<file path="config.mk">
export PLATFORM = sky130hd
export DESIGN_NAME = vga_timing_gen
export DESIGN_NICKNAME = d
export VERILOG_FILES = /design/src/rtl/vga_timing_gen.sv
export SDC_FILE = /design/constraint.sdc
export NUM_CORES = 1
export LEC_CHECK = 0
export CAP_MARGIN = 20
export CORE_MARGIN = 2
export CORE_UTILIZATION = 45
export DETAILED_ROUTE_END_ITERATION = 10
export GPL_TIMING_DRIVEN = 0
export PLACE_DENSITY = 0.73
export SYNTH_ARGS = -nofsm -noshare
export SYNTH_HDL_FRONTEND = slang
export SYNTH_SLANG_ARGS = --single-unit
</file>
<file path="constraint.sdc">
create_clock -name clk -period 2.3 [get_ports clk]
set_input_delay 0.46 -clock clk [delete_from_list [all_inputs] [get_ports clk]]
set_output_delay 0.46 -clock clk [all_outputs]
set_load 0.1 [all_outputs]
</file>
<file path="src/rtl/vga_timing_gen.sv">
// VGA raster timing generator: position counters, syncs, display enable,
// line/frame strobes and a frame counter. Option macro: VGA_SYNC_ALIGN_EN.
module vga_timing_gen #(
    parameter int   H_DISPLAY   = 640,
    parameter int   H_FRONT     = 16,
    parameter int   H_SYNC      = 96,
    parameter int   H_BACK      = 48,
    parameter int   V_DISPLAY   = 480,
    parameter int   V_FRONT     = 10,
    parameter int   V_SYNC      = 2,
    parameter int   V_BACK      = 33,
    parameter logic SYNC_ACTIVE = 1'b0
) (
    input  logic       clk,
    input  logic       rst_n,
    output logic       hsync,
    output logic       vsync,
    output logic [9:0] hpos,
    output logic [9:0] vpos,
    output logic       display_on,
    output logic       line_start,
    output logic       frame_start,
    output logic [8:0] frame_no
);

    localparam int H_TOTAL = H_DISPLAY + H_FRONT + H_SYNC + H_BACK;
    localparam int V_TOTAL = V_DISPLAY + V_FRONT + V_SYNC + V_BACK;

    localparam logic [9:0] H_LAST  = 10'(H_TOTAL - 1);
    localparam logic [9:0] V_LAST  = 10'(V_TOTAL - 1);
    localparam logic [9:0] H_VIS   = 10'(H_DISPLAY);
    localparam logic [9:0] V_VIS   = 10'(V_DISPLAY);
    localparam logic [9:0] HS_LO   = 10'(H_DISPLAY + H_FRONT);
    localparam logic [9:0] HS_HI   = 10'(H_DISPLAY + H_FRONT + H_SYNC);
    localparam logic [9:0] VS_LO   = 10'(V_DISPLAY + V_FRONT);
    localparam logic [9:0] VS_HI   = 10'(V_DISPLAY + V_FRONT + V_SYNC);

    // run_q is clear for the first clock after reset so that the first
    // clock with rst_n high presents (0,0) together with both strobes.
    logic       run_q;
    logic [9:0] hpos_q;
    logic [9:0] vpos_q;
    logic [8:0] frame_q;
    logic       ls_q;
    logic       fs_q;
    logic       hs_q;
    logic       vs_q;
    logic       de_q;

    logic       h_wrap;
    logic       v_wrap;
    logic [9:0] h_nxt;
    logic [9:0] v_nxt;
    logic [8:0] f_nxt;
    logic       hs_nxt;
    logic       vs_nxt;
    logic       de_nxt;
    logic       ls_nxt;
    logic       fs_nxt;

    // Next raster position and frame count; position holds at (0,0) until running.
    always_comb begin
        h_wrap = (hpos_q == H_LAST);
        v_wrap = (vpos_q == V_LAST);
        h_nxt  = hpos_q;
        v_nxt  = vpos_q;
        f_nxt  = frame_q;
        if (run_q) begin
            h_nxt = h_wrap ? 10'd0 : hpos_q + 10'd1;
            if (h_wrap) begin
                v_nxt = v_wrap ? 10'd0 : vpos_q + 10'd1;
            end
            if (h_wrap && v_wrap) begin
                f_nxt = frame_q + 9'd1;
            end
        end
    end

    // Decode the next position so every flag lands in the same cycle as it.
    always_comb begin
        hs_nxt = (h_nxt >= HS_LO) && (h_nxt < HS_HI);
        vs_nxt = (v_nxt >= VS_LO) && (v_nxt < VS_HI);
        de_nxt = (h_nxt < H_VIS) && (v_nxt < V_VIS);
        ls_nxt = (h_nxt == 10'd0);
        fs_nxt = (h_nxt == 10'd0) && (v_nxt == 10'd0);
    end

    // Counter, strobe and sync registers; reset parks everything inactive.
    always_ff @(posedge clk) begin
        if (!rst_n) begin
            run_q   <= 1'b0;
            hpos_q  <= '0;
            vpos_q  <= '0;
            frame_q <= '0;
            ls_q    <= 1'b0;
            fs_q    <= 1'b0;
            hs_q    <= ~SYNC_ACTIVE;
            vs_q    <= ~SYNC_ACTIVE;
            de_q    <= 1'b0;
        end else begin
            run_q   <= 1'b1;
            hpos_q  <= h_nxt;
            vpos_q  <= v_nxt;
            frame_q <= f_nxt;
            ls_q    <= ls_nxt;
            fs_q    <= fs_nxt;
            hs_q    <= hs_nxt ? SYNC_ACTIVE : ~SYNC_ACTIVE;
            vs_q    <= vs_nxt ? SYNC_ACTIVE : ~SYNC_ACTIVE;
            de_q    <= de_nxt;
        end
    end

`ifdef VGA_SYNC_ALIGN_EN
    logic hs_d;
    logic vs_d;
    logic de_d;

    // Extra stage for a consumer that registers RGB once more.
    always_ff @(posedge clk) begin
        if (!rst_n) begin
            hs_d <= ~SYNC_ACTIVE;
            vs_d <= ~SYNC_ACTIVE;
            de_d <= 1'b0;
        end else begin
            hs_d <= hs_q;
            vs_d <= vs_q;
            de_d <= de_q;
        end
    end

    assign hsync      = hs_d;
    assign vsync      = vs_d;
    assign display_on = de_d;
`else
    assign hsync      = hs_q;
    assign vsync      = vs_q;
    assign display_on = de_q;
`endif

    assign hpos        = hpos_q;
    assign vpos        = vpos_q;
    assign line_start  = ls_q;
    assign frame_start = fs_q;
    assign frame_no    = frame_q;

endmodule
</file>
* After elaboration in Yosys (flattened, before gate mapping)
Cells that the tools add are included.
** Storage, ports and cells
- Memory bits (writable) :: 0
- Output and inout port bits :: 34
- ROM bits :: 0
- Bits in registers :: 35
- Memories :: 0
- Bits in latches :: 0
- Input bits :: 2
** Cells by class
- Order comparisons :: 6
- Divide/modulo/power cells :: 0
- Add/sub/neg operators :: 3
- Reduce and logical (&&, ||, !) cells :: 8
- Multiply operators :: 0
- Muxes and demuxes :: 8
- Bitwise logic cells :: 0
- Equal/unequal tests :: 2
- Shifts and indexed selects :: 0
** Operator list (count)
- $mux W10 :: 5
- $add A10 B1 Y10 const B :: 2
- $eq A10 B10 Y1 const B :: 2
- $logic_not A10 Y1 :: 2
- $lt A10 B10 Y1 const B :: 2
- $lt A10 B9 Y1 const B :: 2
- $ge A10 B10 Y1 const B :: 1
- $ge A10 B9 Y1 const B :: 1
- $add A9 B1 Y9 const B :: 1
- $logic_and A1 B1 Y1 :: 5
- $mux W1 :: 3
- $reduce_and A2 Y1 :: 1

* Depth between registers and ports, before layout
- Depth in word-level cells :: 7
- Mapped depth :: 8

* Worst setup path after synthesis
Ideal clock, no wire load.
- Path type :: reg2reg
- Start point :: register hpos_q[1], in the netlist hpos[1]
- End point :: register vs_q, in the netlist vsync
- Slack :: -0.927 ns
- Cell stages (with the launch flop) :: 8
- Data arrival time :: 3.093 ns
- Path buffers :: 0
- Data required time :: 2.166 ns
- Cells stage by stage :: dfxtp_1 > ha_1 > and3_1 > nand4_4 > nor4_4 > xnor2_1 > a2111o_1 > or4b_1
** On the way
- Longest elaborated chain between the ends :: 6
** Ends and longest elaborated chain
- start: declaration :: line 41 : logic [9:0] hpos_q;
- start signal: assignment :: line 102 : hpos_q <= h_nxt;
- $eq A10 B10 Y1 (*) :: line 63 : h_wrap = (hpos_q == H_LAST);
- $mux W10 (*) :: line 70 : if (h_wrap) begin
- $mux W10 (*) :: line 68 : if (run_q) begin
- $ge A10 B9 Y1 or $lt A10 B9 Y1 (tied branches) :: line 82 : vs_nxt = (v_nxt >= VS_LO) && (v_nxt < VS_HI);
- $logic_and A1 B1 Y1 (*) :: line 82
- $mux W1 (*) :: line 108 : vs_q <= vs_nxt ? SYNC_ACTIVE : ~SYNC_ACTIVE;
- end signal: assignment :: line 98 : vs_q <= ~SYNC_ACTIVE;
- end signal: assignment :: line 108
- end: declaration :: line 47 : logic vs_q;
Every way passes the cells marked *; elsewhere a longest branch is shown, timed or not.
A chain may end at the register's enable or synchronous reset.

* Worst setup path in the final report
- Start point :: register hpos_q[6], in the netlist hpos[6]
- End point :: output hpos[6]
** RTL lines
- end: declaration :: line 18 : output logic [9:0] hpos,
No word-level cell between the ends.

==> summary.txt <==
Floorplanning
  – Initial Util: 46.7%
  – IO Count: 36
  – Die area: 5040 µm²
  – Die X-Extent: 71.0 µm
  – Core box area: 4320 µm²
  – FP Rows: 24
  – Die height: 71.0 µm

Clocking
  – # H-tree levels: 2
  – CTS hold repair buffers: 0
  – Root buffer cell: clkbuf_8
  – Max clock buf depth: 2
  – CTS tree: done
  – Worst-path clk slew: approximately 0.070 ns
  – Cts bufs inserted: 5
  – Clock Sinks: 35
  – Clk_lat worst skew: about 0.29 ns

Global route
  – Grt total ovfl: 0
  – Antenna violations before repair: 0
  – First-pass GRT wire length: 8060 µm
  – Vias in the first global route: approximately 1700
  – GRT Total Usage: 19.8%
  – Largest net degree at the start of global routing: 12

Power
  – Static leakage: 1.19 nW
  – Total power: about 0.0012 W
  – PwrDens: between 400 and 500 nW/µm²
  – VDD IR max: 0.398 mV

Synthesis
  – Xor-xnor portion of the synthesized cell area: about 8.7%
  – Asr flop ratio synth: 0%
  – Most common cell in the netlist: dfxtp_1
  – Synth Area in Compound Gates: about 16%
  – Fraction of synthesized area in multiplexers: 1.61%
  – Largest family of logic cells by synthesized area: simple AND/OR/NAND/NOR gates
  – Synth cell count leaders: 35 x dfxtp_1, 29 x nand2_1, 26 x nor2_1
  – Mapped Area: 2020 µm²
  – Synth Flop Type: dfxtp_1
  – Synth Register Bits: 35
  – Top cell type by total area after synthesis: dfxtp_1
  – Area share of the largest cell type after synthesis: 34.7%
  – Mapped Cells: roughly 240
  – Adder-Cell Fraction of Synth Area: 2.48%
  – Syn_area_per_cell: 8.28 µm²
  – Post-synth EDFFs: 0
  – Synth unique cells: 52
  – Sequential share of the synthesized area: around a third
  – Synth warn: 0
  – Top area cells in the synthesized netlist: dfxtp_1 35%, nand2_1 5.4%, nor2_1 4.8%
  – Syn_nets: 250
  – Post-Synth Simple-Gate Area: between 30 and 40%

STA
  – Worst Max-Slew Pin Slew: 0.983 ns
  – Final min period: 2.28 ns
  – Slew Limit Fails: 0
  – Setup violators final: 0
  – Final period util: slightly below 100%
  – Relative slew slack: between 30% and 40%
  – Final Skew: a little over 0.005 ns
  – RSZ-0062 raised after global routing: true
  – Hold WS: roughly 0.49 ns
  – Max Freq: 439 MHz
  – Fin. Hold Viols: 0

Detailed routing
  – Routed wire length: 5290 µm
  – DRC violations left: 0
  – Post-DRT Antenna Nets: 0
  – Vias/cell: approximately 5.8
  – DR pass1 iterations: 5
  – Vias: roughly 2100
  – Avg WL per Cell: 14.9 µm
  – Iter 0 DRT Violations: approximately 170

Final layout
  – Nets: around 310
  – Layout cells sized above 1: about a quarter
  – Area Overhead vs Synth: 40.3%
  – Fillers: between 300 and 400
  – Design area: about 2800 µm²
  – N_diodes: 0
  – Final cell count without fillers: roughly 360

Worst hold path
  – Worst min-delay path category: reg -> reg

Critical path
  – Crit path largest cell delay: about 1.1 ns
  – Buf/Inv on CP: 1
  – CP max-delay cell: clkdlybuf4s50_1
  – WP data required: approximately 1.8 ns
  – R2R setup slack: around 0.060 ns
  – CP delay by family, top: buffers and inverters
  – CP Capture Type: output port
  – Crit path max fanout: 8
  – Critical path arrival: 1.82 ns
  – Crit path kind: reg -> out
  – CP Launch Type: flop
  – Crit-path cells: clkdlybuf4s50_1

Run status
  – Status: finished clean

Placed design
  – Placed insts: between 300 and 400
  – Post-DP HPWL: 3360 µm
  – Placed inst area: between 2000 and 3000 µm²
  – Routability cong.: ~0.88
  – IO Port Bufs: 35

Run
  – Max Cap Violations: 0
-- layout make-up --
| class | count | area, µm² | area share, % |
|---|---|---|---|
| multi-input cells | 187 | 1310 | 46.2 |
| flip-flops and latches | 35 | 766 | 27.0 |
| repair buffers | 52 | 492 | 17.4 |
| plain buffers | 16 | 96.3 | 3.40 |
| clock buffers | 5 | 68.8 | 2.43 |
| well taps | 52 | 65.1 | 2.30 |
| inverters | 6 | 22.5 | 0.795 |
| clock inverters | 3 | 15.0 | 0.530 |
-- final timing paths --
check	end	cells past startpoint	start
hold / removal	frame_no[8]	2	frame_no[8]
setup / recovery	hpos[6]	1	hpos[6]
hold reg to reg	frame_no[8]	2	frame_no[8]
setup reg to reg	vsync	7	hpos[5]
-- worst min-delay path, cell delays in order (launching register included) --
cell and delay [ns]:
dfxtp_1 0.32, o21ai_0 0.07, a21oi_1 0.06
-- repair_timing --
item,4_1_cts,5_1_grt
gates resized for setup,10,28
buffers inserted,2,15
pin swaps,3,9
endpoints found under the setup margin,9,16
-- where the power goes --
group / total [W] / internal (W) / leakage [nW] / switching, W
Clock: 0.000435 / 0.000207 / 0.0477 / 0.000228
Combinational: 0.000180 / 0.0000596 / 0.849 / 0.000120
Sequential: 0.000613 / 0.000602 / 0.298 / 0.0000112
-- per-stage QoR --
stage,setup WS [ns],setup TNS [ns],utilization (%)
6_report,0.0229,0,65.5
5_1_grt,-0.0475,-0.134,65.5
4_1_cts,-0.00818,-0.00818,61.2
3_5_place_dp,-0.114,-0.272,58.8
3_3_place_gp,-0.0925,-0.192,58.8
2_1_floorplan,-0.0207,-0.0207,-
-- layer usage --
metal	up-vias	global-route usage (%)	wire (µm)	part of all wire, %
met4	0	5.03	55	1.0
met5	-	0	0	0
met1	952	28.3	2440	46
met3	6	4.84	374	7.1
li1	1012	-	-	-
met2	86	29.9	2430	46
-- state kept, by name, indices dropped and copies added (netlist names) --
name / cells
hpos: 10
display_on: 1
vpos: 10
vsync: 1
line_start: 1
frame_no: 9
frame_start: 1
hsync: 1
run_q: 1
-- cell usage in the layout (no fill, tap or decap), types with 11 or more instances in the layout --
master / n
a21oi_1: 13
nor2_1: 24
clkdlybuf4s50_1: 19
xnor2_1: 11
dfxtp_1: 15
buf_4: 18
o21ai_0: 11
nand4_1: 12
dfxtp_4: 16
nand2_1: 28
-- kinds of logic (layout without fill, tap and decap cells) --
kind of cell,after synthesis,after routing
simple gates,112,112
compound gates,48,48
flops,35,35
buf+inv,22,82
xor+xnor,20,20
fa+ha+maj,4,4
mux,3,3
Note: power is estimated with default switching activity, not from simulation.
